<file path="src/rtl/ingress_port_requester.sv">
// Per-ingress-port front end: reads the destination mask from the header beat,
// requests the arbiter, then streams the packet into the crossbar or drains it.
module ingress_port_requester #(
  parameter int DATA_WIDTH  = 32,
  parameter int ADDR_WIDTH  = 4,
  parameter int CNT_WIDTH   = 16,
  parameter int REQ_TIMEOUT = 255
) (
  input  logic                  clk,
  input  logic                  rst_n,
  input  logic                  in_valid,
  output logic                  in_ready,
  input  logic [DATA_WIDTH-1:0] in_data,
  input  logic                  in_sop,
  input  logic                  in_eop,
  output logic                  port_req,
  output logic [ADDR_WIDTH-1:0] port_dst,
  input  logic                  grant,
  output logic                  out_valid,
  input  logic                  out_ready,
  output logic [DATA_WIDTH-1:0] out_data,
  output logic                  out_eop,
  output logic [CNT_WIDTH-1:0]  pkt_cnt,
  output logic [CNT_WIDTH-1:0]  drop_cnt,
  output logic [CNT_WIDTH-1:0]  timeout_cnt,
  output logic                  stray_err
);

  localparam int WAIT_W = (REQ_TIMEOUT > 0) ? $clog2(REQ_TIMEOUT + 1) : 1;
  localparam logic [WAIT_W-1:0] WAIT_LAST = WAIT_W'(REQ_TIMEOUT - 1);
  localparam bit TMO_EN = (REQ_TIMEOUT > 32'sd0);

  typedef enum logic [1:0] {
    ST_IDLE = 2'd0,
    ST_REQ  = 2'd1,
    ST_SEND = 2'd2,
    ST_DROP = 2'd3
  } state_t;

  state_t                state_r, state_s;
  logic [ADDR_WIDTH-1:0] dst_r, dst_s;
  logic [WAIT_W-1:0]     wait_r, wait_s;
  logic [CNT_WIDTH-1:0]  pkt_cnt_r, drop_cnt_r, timeout_cnt_r;
  logic                  pkt_inc_s, drop_inc_s, tmo_inc_s;

  function automatic logic [CNT_WIDTH-1:0] sat_inc(input logic [CNT_WIDTH-1:0] v);
    if (&v) begin
      return v;
    end else begin
      return v + CNT_WIDTH'(1);
    end
  endfunction

  // Next-state and handshake decode; everything is held quiet while reset is asserted
  always_comb begin
    state_s    = state_r;
    dst_s      = dst_r;
    wait_s     = wait_r;
    in_ready   = 1'b0;
    port_req   = 1'b0;
    out_valid  = 1'b0;
    out_data   = '0;
    out_eop    = 1'b0;
    stray_err  = 1'b0;
    pkt_inc_s  = 1'b0;
    drop_inc_s = 1'b0;
    tmo_inc_s  = 1'b0;
    if (rst_n) begin
      case (state_r)
        ST_IDLE: begin
          // Header is only peeked here; it is consumed later by SEND or DROP
          if (in_valid && in_sop) begin
            dst_s  = in_data[ADDR_WIDTH-1:0];
            wait_s = '0;
            if (|in_data[ADDR_WIDTH-1:0]) begin
              state_s = ST_REQ;
            end else begin
              state_s = ST_DROP;
            end
          end else if (in_valid) begin
            in_ready  = 1'b1;
            stray_err = 1'b1;
          end else begin
            state_s = ST_IDLE;
          end
        end
        ST_REQ: begin
          port_req = 1'b1;
          if (grant) begin
            state_s = ST_SEND;
          end else if (TMO_EN && (wait_r == WAIT_LAST)) begin
            state_s   = ST_DROP;
            tmo_inc_s = 1'b1;
          end else begin
            wait_s = wait_r + WAIT_W'(1);
          end
        end
        ST_SEND: begin
          out_valid = in_valid;
          in_ready  = out_ready;
          out_data  = in_data;
          out_eop   = in_eop;
          if (in_valid && out_ready && in_eop) begin
            state_s   = ST_IDLE;
            pkt_inc_s = 1'b1;
          end else begin
            state_s = ST_SEND;
          end
        end
        ST_DROP: begin
          in_ready = 1'b1;
          if (in_valid && in_eop) begin
            state_s    = ST_IDLE;
            drop_inc_s = 1'b1;
          end else begin
            state_s = ST_DROP;
          end
        end
        default: begin
          state_s = ST_IDLE;
        end
      endcase
    end else begin
      state_s = ST_IDLE;
    end
  end

  // FSM, latched destination mask and REQ wait counter
  always_ff @(posedge clk or negedge rst_n) begin
    if (!rst_n) begin
      state_r <= ST_IDLE;
      dst_r   <= '0;
      wait_r  <= '0;
    end else begin
      state_r <= state_s;
      dst_r   <= dst_s;
      wait_r  <= wait_s;
    end
  end

  // Saturating statistics counters
  always_ff @(posedge clk or negedge rst_n) begin
    if (!rst_n) begin
      pkt_cnt_r     <= '0;
      drop_cnt_r    <= '0;
      timeout_cnt_r <= '0;
    end else begin
      if (pkt_inc_s)  pkt_cnt_r     <= sat_inc(pkt_cnt_r);
      if (drop_inc_s) drop_cnt_r    <= sat_inc(drop_cnt_r);
      if (tmo_inc_s)  timeout_cnt_r <= sat_inc(timeout_cnt_r);
    end
  end

  assign port_dst    = dst_r;
  assign pkt_cnt     = pkt_cnt_r;
  assign drop_cnt    = drop_cnt_r;
  assign timeout_cnt = timeout_cnt_r;

endmodule

</file>
<file path="config.mk">
export PLATFORM = sky130hd
export DESIGN_NAME = ingress_port_requester
export DESIGN_NICKNAME = d
export VERILOG_FILES = /design/src/rtl/ingress_port_requester.sv
export SDC_FILE = /design/constraint.sdc
export NUM_CORES = 1
export LEC_CHECK = 0
export CORE_MARGIN = 2
export CORE_UTILIZATION = 48
export DETAILED_ROUTE_END_ITERATION = 10
export PLACE_DENSITY = 0.86
export SETUP_SLACK_MARGIN = 0.3
export SYNTH_ARGS = -nofsm -noshare
export SYNTH_HDL_FRONTEND = slang
export SYNTH_SLANG_ARGS = --single-unit
</file>
<file path="constraint.sdc">
create_clock -name clk -period 6.13 [get_ports clk]
set_input_delay 1.5325 -clock clk [delete_from_list [all_inputs] [get_ports clk]]
set_output_delay 1.5325 -clock clk [all_outputs]
set_load 0.01 [all_outputs]
</file>
Yosys cells after proc, flatten, opt, wreduce, memory -nomap -nowiden
Cells that the tools add are included.
{ "op_classes": {"n_bitwise": 3, "order_cmp": 0, "n_eq_ne": 9, "mux": 37, "n_shift": 0, "div": 0, "n_addsub": 4, "n_reduce_logical": 16, "multipliers": 0} }
{ "ops": {"columns": ["cell", "n"], "rows": [
  ["$mux W32", 2],
  ["$add A16 B1 Y16 const B", 3],
  ["$reduce_and A16 Y1", 3],
  ["$mux W8", 3],
  ["$mux W1", 21],
  ["$mux W2", 8],
  ["$pmux W8 S2", 1],
  ["$add A8 B1 Y8 const B", 1],
  ["$eq A8 B8 Y1 const B", 1],
  ["$ne A4 B4 Y1 const B", 2],
  ["$pmux W2 S4", 1],
  ["$reduce_and A2 Y1", 4],
  ["$ne A2 B2 Y1 const B", 3],
  ["$reduce_and A5 Y1", 1],
  ["$eq A2 B2 Y1 const B", 2],
  ["$logic_and A1 B1 Y1", 4],
  ["$reduce_or A4 Y1", 1],
  ["$not A1 Y1", 3],
  ["$pmux W1 S3", 1],
  ["$reduce_and A3 Y1", 1],
  ["$eq A2 B1 Y1 const B", 1],
  ["$logic_not A2 Y1", 1],
  ["$reduce_bool A2 Y1", 1]
]} }
{ "word_totals": {"output_inout_bits": 89, "word_cells": 75, "input_bits": 39, "rom_bits": 0, "regBits": 62, "latchBits": 0, "mem_count": 0, "ram_bits": 0} }

Depth between registers and ports, before layout
Gate-level depths: netlist of the first run.
{ "logic_depth": {"depth_word": 6, "depth_mapped": 8, "mapped_depth_nobuf": 7} }

Worst setup path before layout of the first run
Ideal clock, no wire load.
{ "synth_timing": {"kind": "input port to output port", "startpoint": "in rst_n", "endpoint": "out out_data[10]", "n_path_buf": 2, "stages": 4, "t_arrival_ns": 2.182, "t_required_ns": 4.597, "setup_slack_ns": 2.415, "cell_sequence": "and3b_1 -> buf_6 -> clkbuf_1 -> and2_1"} }
{ "synth_between": {"elab_chain_len": 1} }
{ "synth_lines": {"columns": ["item", "line_no", "source"], "rows": [
  ["start: declaration", "10", "input logic rst_n,"],
  ["$mux W32", "68", "if (rst_n) begin"],
  ["end: declaration", "21", "output logic [DATA_WIDTH-1:0] out_data,"]
]} }
Every way passes these cells.

Worst setup path in the final report of the first run
{ "layout_timing": {"startpoint": "in rst_n", "endpoint": "out out_data[6]"} }
The elaborated chain is that of the path after synthesis.

==> run_summary.xml, run 1 <==
<?xml version="1.0" encoding="UTF-8"?>
<metrics>
  <group name="outcome">
    <metric name="run_status" unit="">complete, no violations</metric>
  </group>
  <group name="clock_network">
    <metric name="clk_path_buf_depth" unit="">2</metric>
    <metric name="cts.repair_timing.setup_buffer_count" unit="">0</metric>
    <metric name="cts-buffers-inserted" unit="">9</metric>
    <metric name="cts_sinks" unit="">62</metric>
    <metric name="cts_hold_buf" unit="">0</metric>
    <metric name="count_of_instances_resized_after_the_clock_tree_is_built" unit="">0</metric>
    <metric name="cts_htree_levels" unit="">3</metric>
    <metric name="cts.root.buffer_cell" unit="">clkbuf_8</metric>
    <metric name="cts.reportedPaths.clkPinSlew" unit="ns">0.07</metric>
    <metric name="clock_latency" unit="ns">0.33</metric>
    <metric name="clock_tree_from_tritoncts" unit="">yes</metric>
  </group>
  <group name="critical_path">
    <metric name="critical_path.n_buffers_inverters" unit="">2</metric>
    <metric name="worst_path_dominant_cell_family" unit="">simple AND/OR/NAND/NOR gates</metric>
    <metric name="cp.arrival" unit="ns">3.26</metric>
    <metric name="slowest_stage" unit="">and3b_1</metric>
    <metric name="timing.critical_path.from_type" unit="">primary input</metric>
    <metric name="worst_ep_required_time" unit="ns">4.60</metric>
    <metric name="crit_path_end_kind" unit="">primary output</metric>
    <metric name="crit_fanout" unit="">35</metric>
    <metric name="launch_instance_of_the_worst_register_to_register_path" unit="">state_r[0]</metric>
    <metric name="startpoint_to_endpoint_class_of_the_critical_path" unit="">in2out</metric>
    <metric name="ff2ff_path_depth" unit="">5</metric>
    <metric name="timing.critical_path.from" unit="">rst_n</metric>
    <metric name="max_stage_delay" unit="ns">0.80</metric>
    <metric name="crit_chain" unit="">buf_2 -&gt; and3b_1 -&gt; and2_1 -&gt; clkdlybuf4s50_1</metric>
    <metric name="reg2reg_to" unit="">pkt_cnt[7]</metric>
    <metric name="cp_num_cells" unit="">4</metric>
    <metric name="ff2ff_setup_slack" unit="ns">3.56</metric>
    <metric name="worstSetupEndpoint" unit="">out_data[6]</metric>
  </group>
  <group name="logic_synthesis">
    <metric name="yosys_register_bits" unit="">62</metric>
    <metric name="synth_async_sr_flop_share" unit="%">100.0</metric>
    <metric name="yosysSeqAreaShare" unit="%">46.39</metric>
    <metric name="syn-num-nets" unit="">385</metric>
    <metric name="syn_inst" unit="">341</metric>
    <metric name="netlist.area_leader.share" unit="%">46.39</metric>
    <metric name="syn-cell-area" unit="mm²">0.003344</metric>
    <metric name="synth.yosys.warnings" unit="">0</metric>
    <metric name="primary_ff_master_synth" unit="">dfrtp_1</metric>
    <metric name="synth_area_leaders" unit="">dfrtp_1 (46%), xnor2_1 (6.8%), and2_1 (6.0%), nand2_1 (4.6%), xor2_1 (3.9%)</metric>
    <metric name="synth_largest_area_cell" unit="">dfrtp_1</metric>
    <metric name="post_synth_num_cell_types" unit="">50</metric>
    <metric name="synth_enable_flop_cells" unit="">0</metric>
    <metric name="postSynthAreaPerCell" unit="µm²">9.808</metric>
  </group>
  <group name="floorplan">
    <metric name="top_level_ports" unit="">128</metric>
    <metric name="rows" unit="">30</metric>
    <metric name="core_region_area" unit="mm²">0.006756</metric>
    <metric name="die-width" unit="µm">87.47</metric>
    <metric name="start_util" unit="%">49.50</metric>
    <metric name="fp.dieArea" unit="mm²">0.007651</metric>
    <metric name="dieHeight" unit="µm">87.47</metric>
  </group>
  <group name="final_layout">
    <metric name="drive_gt1_share" unit="%">7.188</metric>
    <metric name="area_growth_syn_to_layout" unit="%">45.49</metric>
    <metric name="finalNetCount" unit="">512</metric>
    <metric name="layout.cells.most_common" unit="">clkdlybuf4s50_1</metric>
    <metric name="n_antenna_cell" unit="">0</metric>
    <metric name="post-route-util" unit="%">72.02</metric>
    <metric name="layout_common_cells" unit="">clkdlybuf4s50_1 (126), dfrtp_1 (62), nand2_1 (41), and2_1 (32), xnor2_1 (26)</metric>
  </group>
  <group name="global_routing">
    <metric name="use_met2" unit="%">38.77</metric>
    <metric name="first_global_vias" unit="">3048</metric>
    <metric name="grt.overflow.total" unit="">0</metric>
    <metric name="grt.met1_usage" unit="%">26.49</metric>
    <metric name="grt_first_pass_wirelength" unit="mm">13.61</metric>
    <metric name="grt.met3_usage" unit="%">7.867</metric>
    <metric name="grt_start_max_net_pins" unit="">73</metric>
    <metric name="antenna_found_initial" unit="">0</metric>
    <metric name="gr-usage-all-layers" unit="%">22.75</metric>
    <metric name="busiest_layer" unit="">met2</metric>
  </group>
  <group name="timing">
    <metric name="hold_violations" unit="">0</metric>
    <metric name="unrepaired_setup_endpoints_after_global_routing" unit="">no</metric>
    <metric name="final.setup.worst_slack" unit="ns">1.340</metric>
    <metric name="final.period_utilization" unit="%">78.14</metric>
    <metric name="tns_setup" unit="ns">0</metric>
    <metric name="maxSlewViolCount" unit="">0</metric>
    <metric name="transition_time_at_the_pin_with_the_least_slew_margin" unit="ns">0.9851</metric>
    <metric name="skew" unit="ns">0.008605</metric>
    <metric name="slew_headroom" unit="%">34.33</metric>
    <metric name="setup-violations-final" unit="">0</metric>
    <metric name="max_clock_freq" unit="GHz">0.2088</metric>
    <metric name="final_period_minus_worst_setup_slack" unit="ns">4.790</metric>
  </group>
  <group name="route">
    <metric name="detail-route-antenna-nets" unit="">0</metric>
    <metric name="drt-total-wl" unit="mm">8.426</metric>
    <metric name="post_drt_via_cell_ratio" unit="">5.468</metric>
    <metric name="drt_pre_antenna_iters" unit="">4</metric>
    <metric name="route.vias.total" unit="">3024</metric>
    <metric name="wl_per_cell" unit="µm">15.24</metric>
    <metric name="drt_drc_violations_left" unit="">0</metric>
    <metric name="first_iter_violations" unit="">166</metric>
  </group>
  <group name="pwr">
    <metric name="pwr_density" unit="mW/mm²">194.4</metric>
    <metric name="ir_drop" unit="µV">135.2</metric>
    <metric name="power.leakage" unit="µW">0.002114</metric>
  </group>
  <group name="placement">
    <metric name="dpl_worst_slack" unit="ns">1.338</metric>
    <metric name="place.gp.congestion" unit="">0.8790</metric>
    <metric name="dp.final_hpwl" unit="mm">6.405</metric>
    <metric name="place.port_buffers" unit="">127</metric>
  </group>
  <group name="worst_hold_path">
    <metric name="hold_class" unit="">reg2reg</metric>
  </group>
  <group name="run">
    <metric name="timing.max_cap.violations" unit="">0</metric>
  </group>
</metrics>
-- worst min-delay path by stage --
stage	slack, ns	start	end	cells past startpoint
after floorplan	0.50	wait_r[4]	wait_r[4]	1
after global placement	0.47	port_dst[1]	port_dst[1]	2
after detailed placement	0.47	port_dst[0]	port_dst[0]	2
after CTS	0.49	port_dst[0]	port_dst[0]	2
after global routing	0.52	port_dst[1]	port_dst[1]	2
final	0.48	port_dst[0]	port_dst[0]	2
-- kinds of logic after synthesis --
| kind of cell | synth area share (%) |
|---|---|
| AND/OR/NAND/NOR | 30.38 |
| flip-flops | 46.39 |
| XOR/XNOR | 10.74 |
| AO/OA/AOI/OAI | 6.697 |
| buffers and inverters | 2.918 |
| adder cells (fa/ha/maj) | 1.871 |
| multiplexers | 1.010 |
-- per-stage QoR --
| stage | total power [µW] | std cells | cell area (µm²) | hold slack [ns] |
|---|---|---|---|---|
| 2_1_floorplan | 483.6 | 341 | 3344 | 0.5017 |
| 3_3_place_gp | 556.4 | 537 | 4643 | 0.4682 |
| 3_5_place_dp | 558.4 | 537 | 4643 | 0.4664 |
| 4_1_cts | 955.0 | 553 | 4866 | 0.4860 |
| 5_1_grt | 982.8 | 553 | 4866 | 0.5227 |
| 6_report | 946.2 | 553 | 4866 | 0.4773 |
-- per-layer routing --
metal / wire [µm] / up-vias
li1: - / 1451
met2: 4276 / 115
met4: 135 / 0
met1: 3435 / 1443
met3: 579 / 15
met5: 0 / -
-- power by group --
part	switching [µW]	leakage, µW	internal (µW)
Sequential	15.9	0.000846	423
Combinational	48.3	0.00116	63.1
Clock	157	0.000108	238
-- sequential cells by signal (all words and copies together) (netlist names) --
signal       flops
port_dst         4
pkt_cnt         16
timeout_cnt     16
state_r          2
drop_cnt        16
wait_r           8
-- worst reg2reg max path: cells and delay by family, from the launching register on --
family | cells | cell delay [ns]
XOR/XNOR | 1 | 0.15
flip-flops | 1 | 0.51
AND/OR/NAND/NOR | 4 | 1.84
-- cell usage after synthesis (3+ instances only) --
cell,n
a21oi_1,6
and2_1,32
and2_2,4
and3_1,13
and4_1,5
buf_2,3
buf_4,3
clkbuf_1,4
dfrtp_1,62
ha_1,5
inv_1,6
mux2_2,3
nand2_1,41
nand3_1,22
nand4_1,15
nor2_1,16
nor3_1,8
nor4_1,5
o21ai_0,6
or3_1,4
xnor2_1,26
xor2_1,15
-- final cells by class --
cell class	count	area, µm²
fill	511	1891
inverter	6	22.52
sequential	62	1551
timing repair buffer	128	1274
clock inverter	6	85.08
clock buffer	10	137.6
tap	80	100.1
multi-input combinational	261	1695
(Power assumes the default switching activity.)
==> run 2, diff against run 1 <==
CORE_UTILIZATION = 44   (was 48)
PLACE_DENSITY = 0.8   (was 0.86)
clock period = 4.99 ns   (was 6.13 ns; I/O delays follow)
==> run_summary.xml, run 2 (synthesized netlist as in run 1, its figures left out) <==
<?xml version="1.0" encoding="UTF-8"?>
<metrics>
  <group name="outcome">
    <metric name="run_status" unit="">complete, no violations</metric>
  </group>
  <group name="timing">
    <metric name="maxSlewViolCount" unit="">0</metric>
    <metric name="tns_setup" unit="ns">0</metric>
    <metric name="final_period_minus_worst_setup_slack" unit="ns">4.071</metric>
    <metric name="max_clock_freq" unit="GHz">0.2456</metric>
    <metric name="fin_hold_ws" unit="ns">0.4789</metric>
    <metric name="skew" unit="ns">0.007090</metric>
    <metric name="hold_violations" unit="">0</metric>
    <metric name="final.period_utilization" unit="%">81.58</metric>
    <metric name="unrepaired_setup_endpoints_after_global_routing" unit="">no</metric>
    <metric name="transition_time_at_the_pin_with_the_least_slew_margin" unit="ns">0.7251</metric>
    <metric name="slew_headroom" unit="%">51.66</metric>
    <metric name="setup-violations-final" unit="">0</metric>
  </group>
  <group name="clock_network">
    <metric name="clock_latency" unit="ns">0.33</metric>
    <metric name="cts.reportedPaths.clkPinSlew" unit="ns">0.06</metric>
    <metric name="clock_tree_from_tritoncts" unit="">yes</metric>
    <metric name="clk_path_buf_depth" unit="">2</metric>
    <metric name="cts_sinks" unit="">62</metric>
    <metric name="cts.root.buffer_cell" unit="">clkbuf_8</metric>
    <metric name="cts_htree_levels" unit="">3</metric>
    <metric name="count_of_instances_resized_after_the_clock_tree_is_built" unit="">0</metric>
    <metric name="cts-buffers-inserted" unit="">9</metric>
    <metric name="cts.repair_timing.setup_buffer_count" unit="">0</metric>
    <metric name="cts_hold_buf" unit="">0</metric>
  </group>
  <group name="pwr">
    <metric name="ir_drop" unit="µV">122.4</metric>
    <metric name="power.leakage" unit="µW">0.002107</metric>
    <metric name="pwr_density" unit="mW/mm²">221.9</metric>
  </group>
  <group name="critical_path">
    <metric name="startpoint_to_endpoint_class_of_the_critical_path" unit="">in2out</metric>
    <metric name="worst_ep_required_time" unit="ns">3.74</metric>
    <metric name="ff2ff_setup_slack" unit="ns">2.67</metric>
    <metric name="launch_instance_of_the_worst_register_to_register_path" unit="">timeout_cnt[0]</metric>
    <metric name="cp.arrival" unit="ns">2.82</metric>
    <metric name="ff2ff_path_depth" unit="">5</metric>
    <metric name="crit_fanout" unit="">10</metric>
    <metric name="crit_path_end_kind" unit="">primary output</metric>
    <metric name="reg2reg_to" unit="">timeout_cnt[1]</metric>
    <metric name="timing.critical_path.from_type" unit="">primary input</metric>
  </group>
  <group name="route">
    <metric name="route.vias.total" unit="">3045</metric>
    <metric name="drt-total-wl" unit="mm">8.310</metric>
    <metric name="drt_pre_antenna_iters" unit="">4</metric>
    <metric name="drt_drc_violations_left" unit="">0</metric>
    <metric name="post_drt_via_cell_ratio" unit="">5.314</metric>
    <metric name="detail-route-antenna-nets" unit="">0</metric>
    <metric name="first_iter_violations" unit="">158</metric>
    <metric name="wl_per_cell" unit="µm">14.50</metric>
  </group>
  <group name="final_layout">
    <metric name="area_growth_syn_to_layout" unit="%">45.34</metric>
    <metric name="n_antenna_cell" unit="">0</metric>
    <metric name="layout.cells.most_common" unit="">clkdlybuf4s50_1</metric>
    <metric name="number_of_fill_cells_in_the_layout" unit="">608</metric>
    <metric name="layout_common_cells" unit="">clkdlybuf4s50_1 (126), dfrtp_1 (62), nand2_1 (41), and2_1 (32), xnor2_1 (26)</metric>
    <metric name="stdcell_count" unit="">573</metric>
    <metric name="finalNetCount" unit="">513</metric>
    <metric name="drive_gt1_share" unit="%">7.173</metric>
  </group>
  <group name="worst_hold_path">
    <metric name="holdCritStartpoint" unit="">port_dst[1]</metric>
    <metric name="holdPathEnd" unit="">port_dst[1]</metric>
    <metric name="hold_class" unit="">reg2reg</metric>
    <metric name="min_delay_path_depth" unit="">2</metric>
  </group>
  <group name="floorplan">
    <metric name="dieHeight" unit="µm">91.19</metric>
    <metric name="fp.dieArea" unit="mm²">0.008315</metric>
    <metric name="core_region_area" unit="mm²">0.007292</metric>
    <metric name="die-width" unit="µm">91.19</metric>
    <metric name="start_util" unit="%">45.86</metric>
    <metric name="top_level_ports" unit="">128</metric>
    <metric name="rows" unit="">31</metric>
  </group>
  <group name="placement">
    <metric name="place.gp.congestion" unit="">0.9126</metric>
    <metric name="place.port_buffers" unit="">127</metric>
    <metric name="dp.cells" unit="">557</metric>
    <metric name="dp.final_hpwl" unit="mm">6.295</metric>
  </group>
  <group name="global_routing">
    <metric name="grt.overflow.total" unit="">0</metric>
    <metric name="grt_start_max_net_pins" unit="">61</metric>
    <metric name="grt_first_pass_wirelength" unit="mm">13.83</metric>
    <metric name="antenna_found_initial" unit="">0</metric>
    <metric name="first_global_vias" unit="">3032</metric>
    <metric name="gr-usage-all-layers" unit="%">20.57</metric>
  </group>
  <group name="run">
    <metric name="timing.max_cap.violations" unit="">0</metric>
  </group>
</metrics>
-- run 2: cell types whose count changed in the layout (fill, tap and decap cells not counted), sizes merged --
cell | before | now
clkinvlp | 2 | 1
clkbuf | 10 | 13
bufinv | 2 | 0
buf | 2 | 3
-- run 2: worst max-delay path by stage --
stage                   from      endpoint  slack (ns)  cells after the start
CTS                 in_valid      in_ready        0.92                      4
global placement    in_valid      in_ready        0.95                      4
global route        in_valid      in_ready        0.80                      4
finish              in_valid      in_ready        0.92                      4
detailed placement  in_valid      in_ready        0.93                      4
floorplan              rst_n  out_data[10]        1.85                      4
-- run 2: through the flow --
| step | area [µm²] | utilization, % | worst slack, ns | total power (µW) |
|---|---|---|---|---|
| 2_1_floorplan | 3344 | - | 1.845 | 594.1 |
| 3_3_place_gp | 4674 | 64.10 | 0.9522 | 684.0 |
| 3_5_place_dp | 4674 | 64.10 | 0.9277 | 687.3 |
| 4_1_cts | 4861 | 66.66 | 0.9172 | 1093 |
| 5_1_grt | 4861 | 66.66 | 0.8002 | 1130 |
| 6_report | 4861 | 66.66 | 0.9190 | 1078 |
-- run 2: layout make-up --
| class | count | area [µm²] | area share (%) |
|---|---|---|---|
| multi-input cells | 261 | 1695 | 34.88 |
| flip-flops and latches | 62 | 1551 | 31.92 |
| repair buffers | 129 | 1281 | 26.36 |
| clock buffers | 13 | 168.9 | 3.475 |
| well taps | 99 | 123.9 | 2.548 |
| inverters | 6 | 22.52 | 0.4633 |
| clock inverters | 3 | 17.52 | 0.3604 |
-- run 2: critical path, stage by stage --
cell	delay, ns
clkdlybuf4s50_1	0.70
nand4b_1	0.24
nand2_1	0.10
clkdlybuf4s50_1	0.53
-- run 2: power breakdown --
part / leakage [µW] / switching [µW] / total, µW / internal [µW]
combinational: 0.00117 / 59.6 / 137 / 77.6
sequential: 0.000846 / 18.8 / 539 / 520
clock: 0.0000954 / 183 / 403 / 219
total: 0.00211 / 262 / 1080 / 817
-- run 2: per-layer routing --
layer / vias up / track usage [%] / wire length [µm]
li1: 1449 / - / -
met1: 1447 / 23.90 / 3406
met2: 139 / 35.93 / 4187
met3: 10 / 7.469 / 630
met4: 0 / 5.303 / 86
met5: - / 0 / 0
==> run 3, diff against run 2 <==
clock period = 4.1 ns   (was 4.99 ns; I/O delays follow)
==> run_summary.xml, run 3 (synthesized netlist as in run 1, its figures left out) <==
<?xml version="1.0" encoding="UTF-8"?>
<metrics>
  <group name="route">
    <metric name="drt-total-wl" unit="mm">8.288</metric>
    <metric name="drt_drc_violations_left" unit="">0</metric>
    <metric name="drt_pre_antenna_iters" unit="">4</metric>
    <metric name="detail-route-antenna-nets" unit="">0</metric>
    <metric name="wl_per_cell" unit="µm">14.39</metric>
    <metric name="first_iter_violations" unit="">144</metric>
    <metric name="route.vias.total" unit="">2983</metric>
    <metric name="post_drt_via_cell_ratio" unit="">5.179</metric>
  </group>
  <group name="floorplan">
    <metric name="die-width" unit="µm">91.19</metric>
    <metric name="top_level_ports" unit="">128</metric>
    <metric name="core_region_area" unit="mm²">0.007292</metric>
    <metric name="fp.dieArea" unit="mm²">0.008315</metric>
    <metric name="dieHeight" unit="µm">91.19</metric>
    <metric name="start_util" unit="%">45.86</metric>
    <metric name="rows" unit="">31</metric>
  </group>
  <group name="critical_path">
    <metric name="crit_path_end_kind" unit="">primary output</metric>
    <metric name="max_stage_delay" unit="ns">0.53</metric>
    <metric name="worst_ep_required_time" unit="ns">3.07</metric>
    <metric name="timing.critical_path.from_type" unit="">primary input</metric>
    <metric name="crit_chain" unit="">buf_2 -&gt; and3b_1 -&gt; buf_4 -&gt; and2_2 -&gt; clkdlybuf4s50_1</metric>
    <metric name="cp.arrival" unit="ns">2.42</metric>
    <metric name="ff2ff_path_depth" unit="">5</metric>
    <metric name="crit_fanout" unit="">35</metric>
    <metric name="slowest_stage" unit="">clkdlybuf4s50_1</metric>
    <metric name="startpoint_to_endpoint_class_of_the_critical_path" unit="">in2out</metric>
  </group>
  <group name="final_layout">
    <metric name="area_growth_syn_to_layout" unit="%">45.45</metric>
    <metric name="layout.cells.most_common" unit="">clkdlybuf4s50_1</metric>
    <metric name="stdcell_count" unit="">576</metric>
    <metric name="layout_common_cells" unit="">clkdlybuf4s50_1 (126), dfrtp_1 (62), nand2_1 (41), and2_1 (32), xnor2_1 (26)</metric>
    <metric name="n_antenna_cell" unit="">0</metric>
    <metric name="drive_gt1_share" unit="%">7.547</metric>
    <metric name="finalNetCount" unit="">516</metric>
  </group>
  <group name="timing">
    <metric name="maxSlewViolCount" unit="">0</metric>
    <metric name="tns_setup" unit="ns">0</metric>
    <metric name="slew_headroom" unit="%">52.43</metric>
    <metric name="transition_time_at_the_pin_with_the_least_slew_margin" unit="ns">0.7135</metric>
    <metric name="unrepaired_setup_endpoints_after_global_routing" unit="">no</metric>
    <metric name="max_clock_freq" unit="GHz">0.2900</metric>
    <metric name="final.period_utilization" unit="%">84.12</metric>
    <metric name="skew" unit="ns">0.009897</metric>
    <metric name="hold_violations" unit="">0</metric>
    <metric name="setup-violations-final" unit="">0</metric>
    <metric name="final_period_minus_worst_setup_slack" unit="ns">3.449</metric>
  </group>
  <group name="placement">
    <metric name="place.port_buffers" unit="">127</metric>
    <metric name="dp.final_hpwl" unit="mm">6.338</metric>
    <metric name="place.gp.congestion" unit="">0.8081</metric>
    <metric name="dp.cells" unit="">560</metric>
  </group>
  <group name="clock_network">
    <metric name="cts.repair_timing.setup_buffer_count" unit="">0</metric>
    <metric name="cts_hold_buf" unit="">0</metric>
    <metric name="clock_latency" unit="ns">0.34</metric>
    <metric name="clock_tree_from_tritoncts" unit="">yes</metric>
    <metric name="clk_path_buf_depth" unit="">2</metric>
    <metric name="count_of_instances_resized_after_the_clock_tree_is_built" unit="">0</metric>
    <metric name="cts_sinks" unit="">62</metric>
    <metric name="cts_htree_levels" unit="">3</metric>
    <metric name="cts-buffers-inserted" unit="">9</metric>
    <metric name="cts.reportedPaths.clkPinSlew" unit="ns">0.07</metric>
    <metric name="cts.root.buffer_cell" unit="">clkbuf_8</metric>
  </group>
  <group name="pwr">
    <metric name="pwr_density" unit="mW/mm²">264.3</metric>
    <metric name="power.leakage" unit="µW">0.002112</metric>
    <metric name="ir_drop" unit="µV">133.7</metric>
  </group>
  <group name="global_routing">
    <metric name="first_global_vias" unit="">3063</metric>
    <metric name="grt.overflow.total" unit="">0</metric>
    <metric name="grt_start_max_net_pins" unit="">36</metric>
    <metric name="grt_first_pass_wirelength" unit="mm">14.13</metric>
    <metric name="gr-usage-all-layers" unit="%">21.30</metric>
    <metric name="antenna_found_initial" unit="">0</metric>
  </group>
  <group name="run">
    <metric name="timing.max_cap.violations" unit="">0</metric>
  </group>
  <group name="worst_hold_path">
    <metric name="hold_class" unit="">reg2reg</metric>
    <metric name="min_delay_path_depth" unit="">1</metric>
  </group>
  <group name="outcome">
    <metric name="run_status" unit="">complete, no violations</metric>
  </group>
</metrics>
run 3: path summary, 6_finish.rpt:
path,endpoint,slack (ns),startpoint
min in group asynchronous,port_dst[3],0.53,rst_n
min reg2reg,timeout_cnt[13],0.49,timeout_cnt[13]
max reg2reg,timeout_cnt[1],1.81,timeout_cnt[0]
min,timeout_cnt[13],0.49,timeout_cnt[13]
max,out_valid,0.65,rst_n
max in group asynchronous,timeout_cnt[7],2.95,rst_n
run 3: report_power, final:
group          leakage [µW]  switching (µW)  internal [µW]
clock             0.0000861             229            233
sequential         0.000846            24.2            633
combinational       0.00118            71.4           96.2
run 3: metal layers:
layer	global-route usage [%]	part of all wire [%]	up-vias
met2	36.91	49	111
met4	6.439	1.3	0
met5	0	0	-
li1	-	-	1461
met3	6.141	7.2	12
met1	25.63	42	1399
run 3: through the flow:
| stage | area (µm²) | hold WS (ns) | power (µW) | worst slack [ns] | util (%) |
|---|---|---|---|---|---|
| floorplan | 3344 | 0.5017 | 723.1 | 1.400 | - |
| global placement | 4697 | 0.4799 | 835.5 | 0.6662 | 64.41 |
| detailed placement | 4697 | 0.4826 | 837.5 | 0.6365 | 64.41 |
| CTS | 4865 | 0.4956 | 1302 | 0.6438 | 66.71 |
| global route | 4865 | 0.5055 | 1351 | 0.5436 | 66.71 |
| finish | 4865 | 0.4937 | 1286 | 0.6513 | 66.71 |
run 3: area by class of cell:
type	count	area (µm²)
Multi-Input combinational cell	261	1695
Sequential cell	62	1551
Fill cell	604	2427
Clock inverter	4	22.52
Clock buffer	12	145.1
Tap cell	99	123.9
Timing Repair Buffer	132	1304
Inverter	6	22.52
run 3: worst max-delay path: cells and delay by family:
family                 cells  cell delay, ns
buffers and inverters      3            1.00
AND/OR/NAND/NOR            2            0.38
==> edit, RTL diff (config.mk and constraints of run 3) <==
Encoding of `state_t`: now one-hot (4 bits for 4 states).
--- a/src/rtl/ingress_port_requester.sv
+++ b/src/rtl/ingress_port_requester.sv
@@ -32,7 +32,7 @@
 
-  typedef enum logic [1:0] {
-    ST_IDLE = 2'd0,
-    ST_REQ  = 2'd1,
-    ST_SEND = 2'd2,
-    ST_DROP = 2'd3
+  typedef enum logic [3:0] {
+    ST_IDLE = 4'b0001,
+    ST_REQ  = 4'b0010,
+    ST_SEND = 4'b0100,
+    ST_DROP = 4'b1000
   } state_t;
Check against the original RTL: no difference found for any inputs over 10 cycles, from zero or initial values and one cycle with rst_n low; not proved beyond that.
==> edit against run 3 <==
Sequential cell count grew 2; sequential power about the same; highest routed layer unchanged; wire length rose by 16%; critical path type unchanged; synthesized area increased by 7.4%; power up 9.5%; clock skew shrank 0.0030 ns; setup slack got worse by 0.13 ns; cell area rose by 7.2%.
==> edit: results (changes against run 3) <==
reg2reg_from: "state_r[3]$_DFFE_PN0P_"
grt_max_degree: 51  # +42%
critical_path.max_fanout: 14  # -60%
synthMuxAreaShare_pct: 3.10  # +2.1 points
grt_pass1_wl_microns: 15800  # +12%
totalWireLength_microns: 9650  # +16%
dp_slack_ns: 0.338  # -0.299 ns
gp_congestion: 0.927  # +15%
dpl.cell_count: 591  # +5.5%
yosysSeqAreaShare_pct: 44.6  # -1.8 points
fin_hold_ws_ns: 0.497  # +0.00319 ns
synth_xor_area_share_pct: 10.2  # -0.49 points
fin_crit_sh_pct: 87.2  # +3.1 points
pg_comb_mw: 0.135  # -20%
min_to: "timeout_cnt[15]$_DFFE_PN0P_"
reg2reg_slack_ns: 1.51  # -0.30 ns
r2r_cells: 4  # -1
p_sw_share_pct: 23.2  # -2.0 points
status: "finished, final reports clean"
synth.area.top_cells: "dfrtp_1 (44%), xor2_1 (9.5%), and3_1 (7.7%), nand4_1 (3.1%), nand3_1 (3.1%)"
nNetsFinal: 544  # +5.4%
seq_power_share_pct: 46.6  # -4.5 points
vias_per_cell: 5.61  # +8.4%
vias: 3408  # +14%
synthAdderAreaFrac_pct: 1.74  # -0.13 points
synth_nets: 414  # +7.5%
synth_common_cells: "dfrtp_1 (63), and3_1 (44), xor2_1 (39), nand2_1 (23), nand3_1 (22)"
drt_iter0_markers: 108  # -25%
r2r_end: "timeout_cnt[12]$_DFFE_PN0P_"
p_leak_nw: 2.45  # +16%
drive_above_1_share_pct: 7.92  # +0.37 points
track_usage_pct: 22.7  # +1.4 points
synth_compound_area_share_pct: 6.17  # -0.53 points
place_area_sq_mm: 0.00498  # +6.1%
total_power_mw: 1.41  # +9.5%
synth.distinct_cells: 53  # +6.0%
avgSynthCellArea_sq_um: 9.71  # -1.0%
==> edit: changes by cell type in the layout (fill, tap and decap cells not counted), moves of 12 or more <==
cell	change
xor2_1	+24
and3_1	+31
nand2_1	-18
and2_1	-30
xnor2_1	-23
nor4_1	+12
==> edit: cell type report <==
| class | count | area (sq um) |
|---|---|---|
| Sequential cell | 64 | 1600 |
| Fill cell | 622 | 2590 |
| Multi-Input combinational cell | 282 | 1890 |
| Clock buffer | 10 | 138 |
| Tap cell | 102 | 128 |
| Timing Repair Buffer | 136 | 1340 |
| Clock inverter | 6 | 91.3 |
| Inverter | 7 | 26.3 |
==> edit: per-layer routing <==
metal	vias to the layer above	track usage, %	share of wire (%)
met2	134	38.0	49
li1	1635	-	-
met5	-	0	0
met1	1627	28.2	43
met4	0	9.66	1.4
met3	12	5.43	6.9
==> edit: timing repair <==
item,4_1_cts,5_1_grt
resized for setup,0,1
setup endpoints to repair,0,1
endpoints found under the hold margin,0,0
